===== config.mk =====
export PLATFORM = sky130hd
export DESIGN_NAME = elevator_controller
export DESIGN_NICKNAME = d
export VERILOG_FILES = /design/src/rtl/elevator_pkg.sv /design/src/rtl/elevator_req_tracker.sv /design/src/rtl/elevator_controller.sv
export SDC_FILE = /design/constraint.sdc
export NUM_CORES = 1
export LEC_CHECK = 0
export BUFFER_PORTS_ARGS = -buffer_cell sky130_fd_sc_hd__buf_2
export CORE_AREA = 2 2 39 41
export CTS_CLUSTER_SIZE = 10
export DETAILED_ROUTE_END_ITERATION = 7
export DIE_AREA = 0 0 41 43
export GPL_TIMING_DRIVEN = 0
export MAX_ROUTING_LAYER = met4
export PLACE_DENSITY = 0.52
export REMOVE_ABC_BUFFERS = 1
export SYNTH_ARGS = -nofsm -noshare
export SYNTH_HDL_FRONTEND = slang
export SYNTH_SLANG_ARGS = --single-unit

===== constraint.sdc =====
create_clock -name clk -period 4.6 [get_ports clk]
set_input_delay 0.46 -clock clk [delete_from_list [all_inputs] [get_ports clk]]
set_output_delay 0.46 -clock clk [all_outputs]
set_load 0.02 [all_outputs]

===== src/rtl/elevator_pkg.sv =====
// Shared types and constants for the three-floor elevator controller.
// Optional feature macro: ELEVATOR_REQ_LATCH_EN (sticky floor-call latching).
package elevator_pkg;

  localparam int DEF_NUM_FLOORS  = 3;
  localparam int DEF_DOOR_CYCLES = 2;
  localparam int FLOOR_W         = 2;

  typedef enum logic [1:0] {
    IDLE = 2'd0,
    MOVE = 2'd1,
    DOOR = 2'd2
  } state_t;

endpackage


===== src/rtl/elevator_req_tracker.sv =====
// Floor-call tracker: forms the effective call set and reports calls at,
// above and below a probe floor. With ELEVATOR_REQ_LATCH_EN defined, calls
// are held in a sticky pending register until the car serves them;
// otherwise the call set is simply the live request level.
module elevator_req_tracker
  import elevator_pkg::*;
(
`ifdef ELEVATOR_REQ_LATCH_EN
  input  logic               clk,
  input  logic               reset,
`endif
  input  logic [2:0]         req,
  input  logic [FLOOR_W-1:0] floor,
  output logic               call_here,
  output logic               call_above,
  output logic               call_below
);

  logic [2:0] pend_eff;

`ifdef ELEVATOR_REQ_LATCH_EN
  logic [2:0] pending;
  logic [2:0] served;

  assign pend_eff = pending | req;

  // The floor being served is dropped, even if requested again this cycle
  always_comb begin
    served = '0;
    for (int i = 0; i < 3; i++) begin
      served[i] = call_here && (floor == FLOOR_W'(i));
    end
  end

  // Sticky call register
  always_ff @(posedge clk) begin
    if (reset) begin
      pending <= '0;
    end else begin
      pending <= pend_eff & ~served;
    end
  end
`else
  assign pend_eff = req;
`endif

  // Classify the call set relative to the probe floor
  always_comb begin
    call_here  = 1'b0;
    call_above = 1'b0;
    call_below = 1'b0;
    for (int i = 0; i < 3; i++) begin
      if (FLOOR_W'(i) == floor) call_here  = call_here  | pend_eff[i];
      if (FLOOR_W'(i) >  floor) call_above = call_above | pend_eff[i];
      if (FLOOR_W'(i) <  floor) call_below = call_below | pend_eff[i];
    end
  end

endmodule


===== src/rtl/elevator_controller.sv =====
// Three-floor elevator car controller with SCAN scheduling.
// The car steps one floor per clock toward pending calls, keeps its sweep
// direction while calls remain ahead, and holds the door open for
// DOOR_CYCLES clocks at each served floor.
// Optional feature macro: ELEVATOR_REQ_LATCH_EN (sticky floor-call latching).
module elevator_controller
  import elevator_pkg::*;
#(
  parameter int NUM_FLOORS  = DEF_NUM_FLOORS,
  parameter int DOOR_CYCLES = DEF_DOOR_CYCLES
) (
  input  logic       clk,
  input  logic       reset,
  input  logic [2:0] req,
  output logic [1:0] current_floor,
  output logic       direction,
  output logic       door
);

  localparam int                   DWELL_W    = (DOOR_CYCLES > 1) ? $clog2(DOOR_CYCLES) : 1;
  localparam logic [DWELL_W-1:0]   DWELL_LOAD = DWELL_W'(DOOR_CYCLES - 1);
  localparam logic [FLOOR_W-1:0]   TOP_FLOOR  = FLOOR_W'(NUM_FLOORS - 1);

  state_t               state;
  logic [DWELL_W-1:0]   dwell;
  logic                 step_up;
  logic                 sweep_dir;
  logic [FLOOR_W-1:0]   next_floor;
  logic [FLOOR_W-1:0]   probe_floor;
  logic                 call_here;
  logic                 call_above;
  logic                 call_below;

  // Step direction clamped at the shaft ends, the floor the car would reach,
  // and the floor whose calls matter this cycle (arrival floor when moving)
  always_comb begin
    step_up = direction;
    if (current_floor == '0) begin
      step_up = 1'b1;
    end else if (current_floor == TOP_FLOOR) begin
      step_up = 1'b0;
    end
    next_floor  = step_up ? current_floor + FLOOR_W'(1) : current_floor - FLOOR_W'(1);
    probe_floor = (state == MOVE) ? next_floor : current_floor;
    // keep sweeping while calls lie ahead, otherwise turn toward the rest
    sweep_dir   = step_up ? call_above : ~call_below;
  end

  elevator_req_tracker u_req_tracker (
`ifdef ELEVATOR_REQ_LATCH_EN
    .clk        (clk),
    .reset      (reset),
`endif
    .req        (req),
    .floor      (probe_floor),
    .call_here  (call_here),
    .call_above (call_above),
    .call_below (call_below)
  );

  // Car FSM with position, direction, door and dwell registers
  always_ff @(posedge clk) begin
    if (reset) begin
      state         <= IDLE;
      current_floor <= '0;
      direction     <= 1'b0;
      door          <= 1'b0;
      dwell         <= '0;
    end else begin
      case (state)
        IDLE: begin
          if (call_here) begin
            state <= DOOR;
            door  <= 1'b1;
            dwell <= DWELL_LOAD;
          end else if (call_above || call_below) begin
            state     <= MOVE;
            direction <= sweep_dir;
          end
        end
        MOVE: begin
          current_floor <= next_floor;
          if (call_here) begin
            state <= DOOR;
            door  <= 1'b1;
            dwell <= DWELL_LOAD;
          end else if (!call_above && !call_below) begin
            state <= IDLE;
          end else begin
            direction <= sweep_dir;
          end
        end
        DOOR: begin
          if (call_here) begin
            dwell <= DWELL_LOAD;
          end else if (dwell == '0) begin
            state <= IDLE;
            door  <= 1'b0;
          end else begin
            dwell <= dwell - DWELL_W'(1);
          end
        end
        default: begin
          state <= IDLE;
          door  <= 1'b0;
        end
      endcase
    end
  end

endmodule


==> results.md <==
- Worst slew margin: 0.761
- Hold_buf cts: 0
- Library cells used by synthesis: 28
- Hold Path Class: in -> reg
- Fin area: 508 um2
- Post-cts gate resize count: 0
- Routed WL per cell: 12.9 um
- Clock buffer depth: 2
- Compound-Gate Fraction of Synth Area: 0.326
- Critical path type: reg -> reg
- Die ar.: 1760 um2
- Crit share post-route: 0.405
- Via-to-Cell Ratio: 5.38
- Fin. max-slew vios: 0
- Area post-placement: 482 um2
- Synthesized flop and latch total: 7
- Postcts setup bufs: 0
- Largest family of logic cells by synthesized area: compound AO/OA/AOI/OAI gates
- Post-synthesis mux area share: 0
- DPL Wire Length: 740 um
- Final hold violation count: 0
- Vias in the first global route: 374
- Mapped cell area: 422 um2
- Initial drt markers: 10
- CTS Buf Count: 3
- Seq pwr share: 0.399
- Logic gate share of total power: 0.363
- Worst-path fanout max: 6
- Initial antenna violation count: 0
- Simple-gate area share of the yosys netlist: 0.237
- Sequential cell area fraction in the yosys report: 0.332
- Kind of start point of the critical path: flop
- R2R depth: 5
- Min cycle time layout: 1.86 ns
- Adder-cell area share of the yosys netlist: 0
- Drc violations: 0
- Hold endpoint: current_floor[1]$_SDFF_PP0_
- Total GRT Usage: 0.143
- Slew @ Worst Pin: 0.356 ns
- Die width: 41 um
- WP data arrival: 2.03 ns
- Synth Area per Inst: 8.61 um2
- RSZ-0062 raised after global routing: no
- Status: complete, no violations
- Top cell type's share of synthesized area: 0.332
- Finish-stage setup viols: 0
- IO Port Bufs: 8
- Req. time, crit path: 4.77 ns
- Static leakage: 0.000207 uW
- Initial Util: 0.305
- WHS Path Cells: 2
- Area contributors post-synth: dfxtp_1, inv_1, o311a_1, a41oi_1, nor2_1
- # diodes: 0
- DP Cell Count: 73
- Core Box Area: 1380 um2
- Clock power frac: 0.238
- Cell taking the most area after synthesis: dfxtp_1
- Drt first pass iters: 4
- FF-to-FF Start: state[0]$_SDFFE_PP0P_
- Final TNS setup: 0 ns
- Final wirelength: 997 um
- Synth Warn #: 0
- First-pass GRT wire length: 1620 um
- CTS tree: yes
- CTS clk-pin slew, worst paths: 0.05 ns
- Die span in y: 43 um
- # rows: 14
- Post-Synth XOR/XNOR Area: 0.0415
- Fmax: 537 MHz
- Pint: 148 uW
- # IOs: 9
- Switch share: 0.379
- Synth-to-Final Area Change: 20.5%
- Hold Slack: 0.449 ns
- Vias post-DR: 414
- Psw: 90.4 uW
- GP Congestion: 0.701
- Clock skew: 0.00157 ns
- Critical path capture point type: flop
- Nets: 67
- Clock Sinks: 7
- H-tree depth: 1
- MaxCap Viol Count: 0
- Worst-Skew Late Latency: 0.26 ns
- Final Non-Filler Cells: 77
- Peak supply drop: 0.000183 V
- P per Cell Area: 470 nW/um2
- Reg-to-Reg End: state[1]$_SDFFE_PP0P_
- Worst R2R Setup Slack: 2.74 ns
- Root Driver: clkbuf_4
- Pin count of the biggest net entering global routing: 9
- Total gr overflow: 0
- Hold Startpoint: reset
- Detail Route Antenna Nets: 0
- Share of layout cells above drive strength 1: 0.230
- Synth Instances: 49
power groups by stage:
stage | clock network (uW) | registers (uW) | logic, uW
3_3_place_gp | 0 | 96.3 | 86.6
6_report | 56.9 | 95.1 | 86.6
4_1_cts | 59.4 | 94.5 | 87.2
3_5_place_dp | 0 | 96.0 | 86.3
2_1_floorplan | 0 | 100 | 58.3
5_1_grt | 63.1 | 97.9 | 95.3
final cells by class:
cell class	count	area, um2
fill	160	876
multi-input combinational	35	255
sequential	7	140
timing repair buffer	8	40.0
clock buffer	4	26.3
inverter	7	26.3
tap	16	20.0
layer usage:
| layer | wire [um] | share of wire | vias to the layer above | track usage |
|---|---|---|---|---|
| met5 | 0 | 0 | - | - |
| met4 | 26 | 0.026 | 0 | 0.0600 |
| met3 | 60 | 0.060 | 4 | 0.0785 |
| met2 | 457 | 0.46 | 6 | 0.197 |
| met1 | 453 | 0.45 | 188 | 0.169 |
| li1 | - | - | 216 | - |
critical path: stages (launching register included):
cell and delay (ns):
dfxtp_1 0.49, nand2b_4 0.11, or3_4 0.41, a211o_1 0.37
and3_1 0.18, a221oi_1 0.22
worst max path at each step:
stage	endpoint	slack (ns)	start
2_1_floorplan	state[0]$_SDFFE_PP0P_	2.81	current_floor[0]$_SDFF_PP0_
3_3_place_gp	state[1]$_SDFFE_PP0P_	2.77	state[0]$_SDFFE_PP0P_
3_5_place_dp	state[1]$_SDFFE_PP0P_	2.77	state[0]$_SDFFE_PP0P_
4_1_cts	state[1]$_SDFFE_PP0P_	2.76	state[0]$_SDFFE_PP0P_
5_1_grt	state[1]$_SDFFE_PP0P_	2.67	state[1]$_SDFFE_PP0P_
6_report	state[1]$_SDFFE_PP0P_	2.74	state[0]$_SDFFE_PP0P_
logic make-up (layout without fill, tap and decap cells):
logic type             count (synthesis)  after routing
AND/OR/NAND/NOR                       16             16
AO/OA/AOI/OAI                         17             17
buffers and inverters                  7             19
flip-flops                             7              7
XOR/XNOR                               2              2
flip-flops by register name, indices dropped and copies added, names as in the netlist:
register and count:
direction 1, door 1, state 2, current_floor 2
dwell 1
cell usage in the layout, fill, tap and decap left out, drive strengths merged:
cell	instances
o221a	1
nor4b	1
nand2	3
nand4	2
xor2	1
o21a	1
o311a	2
nor2b	1
a311oi	1
o32ai	1
a21oi	1
clkbuf	4
a31oi	2
nand2b	1
inv	7
dfxtp	7
or3	1
buf	8
nor3	1
a41oi	2
o2111ai	1
o21ai	2
a211o	1
and3b	1
and3	1
a311o	1
nor2	4
xnor2	1
a221oi	1
per-stage QoR:
step	util	power [uW]	setup slack (ns)
floorplan	-	159	2.81
global placement	0.348	183	2.77
detailed placement	0.348	182	2.77
CTS	0.367	241	2.76
global route	0.367	256	2.67
finish	0.367	239	2.74
cell usage after synthesis:
cell type  number
xor2_1          1
dfxtp_1         7
nor3_1          1
o21a_1          1
inv_1           7
o311a_1         2
and3b_2         1
a41oi_1         2
o21ai_0         1
nand2b_4        1
a21oi_1         1
a211o_1         1
nor4b_1         1
o32ai_1         1
o221a_1         1
or3_4           1
a311oi_1        1
nor2_1          4
o2111ai_1       1
and3_1          1
a311o_1         1
a221oi_1        1
nor2b_1         1
nand2_1         3
nand4_1         2
a31oi_1         2
xnor2_1         1
o21ai_1         1
Power figures use the tool's default switching activity.
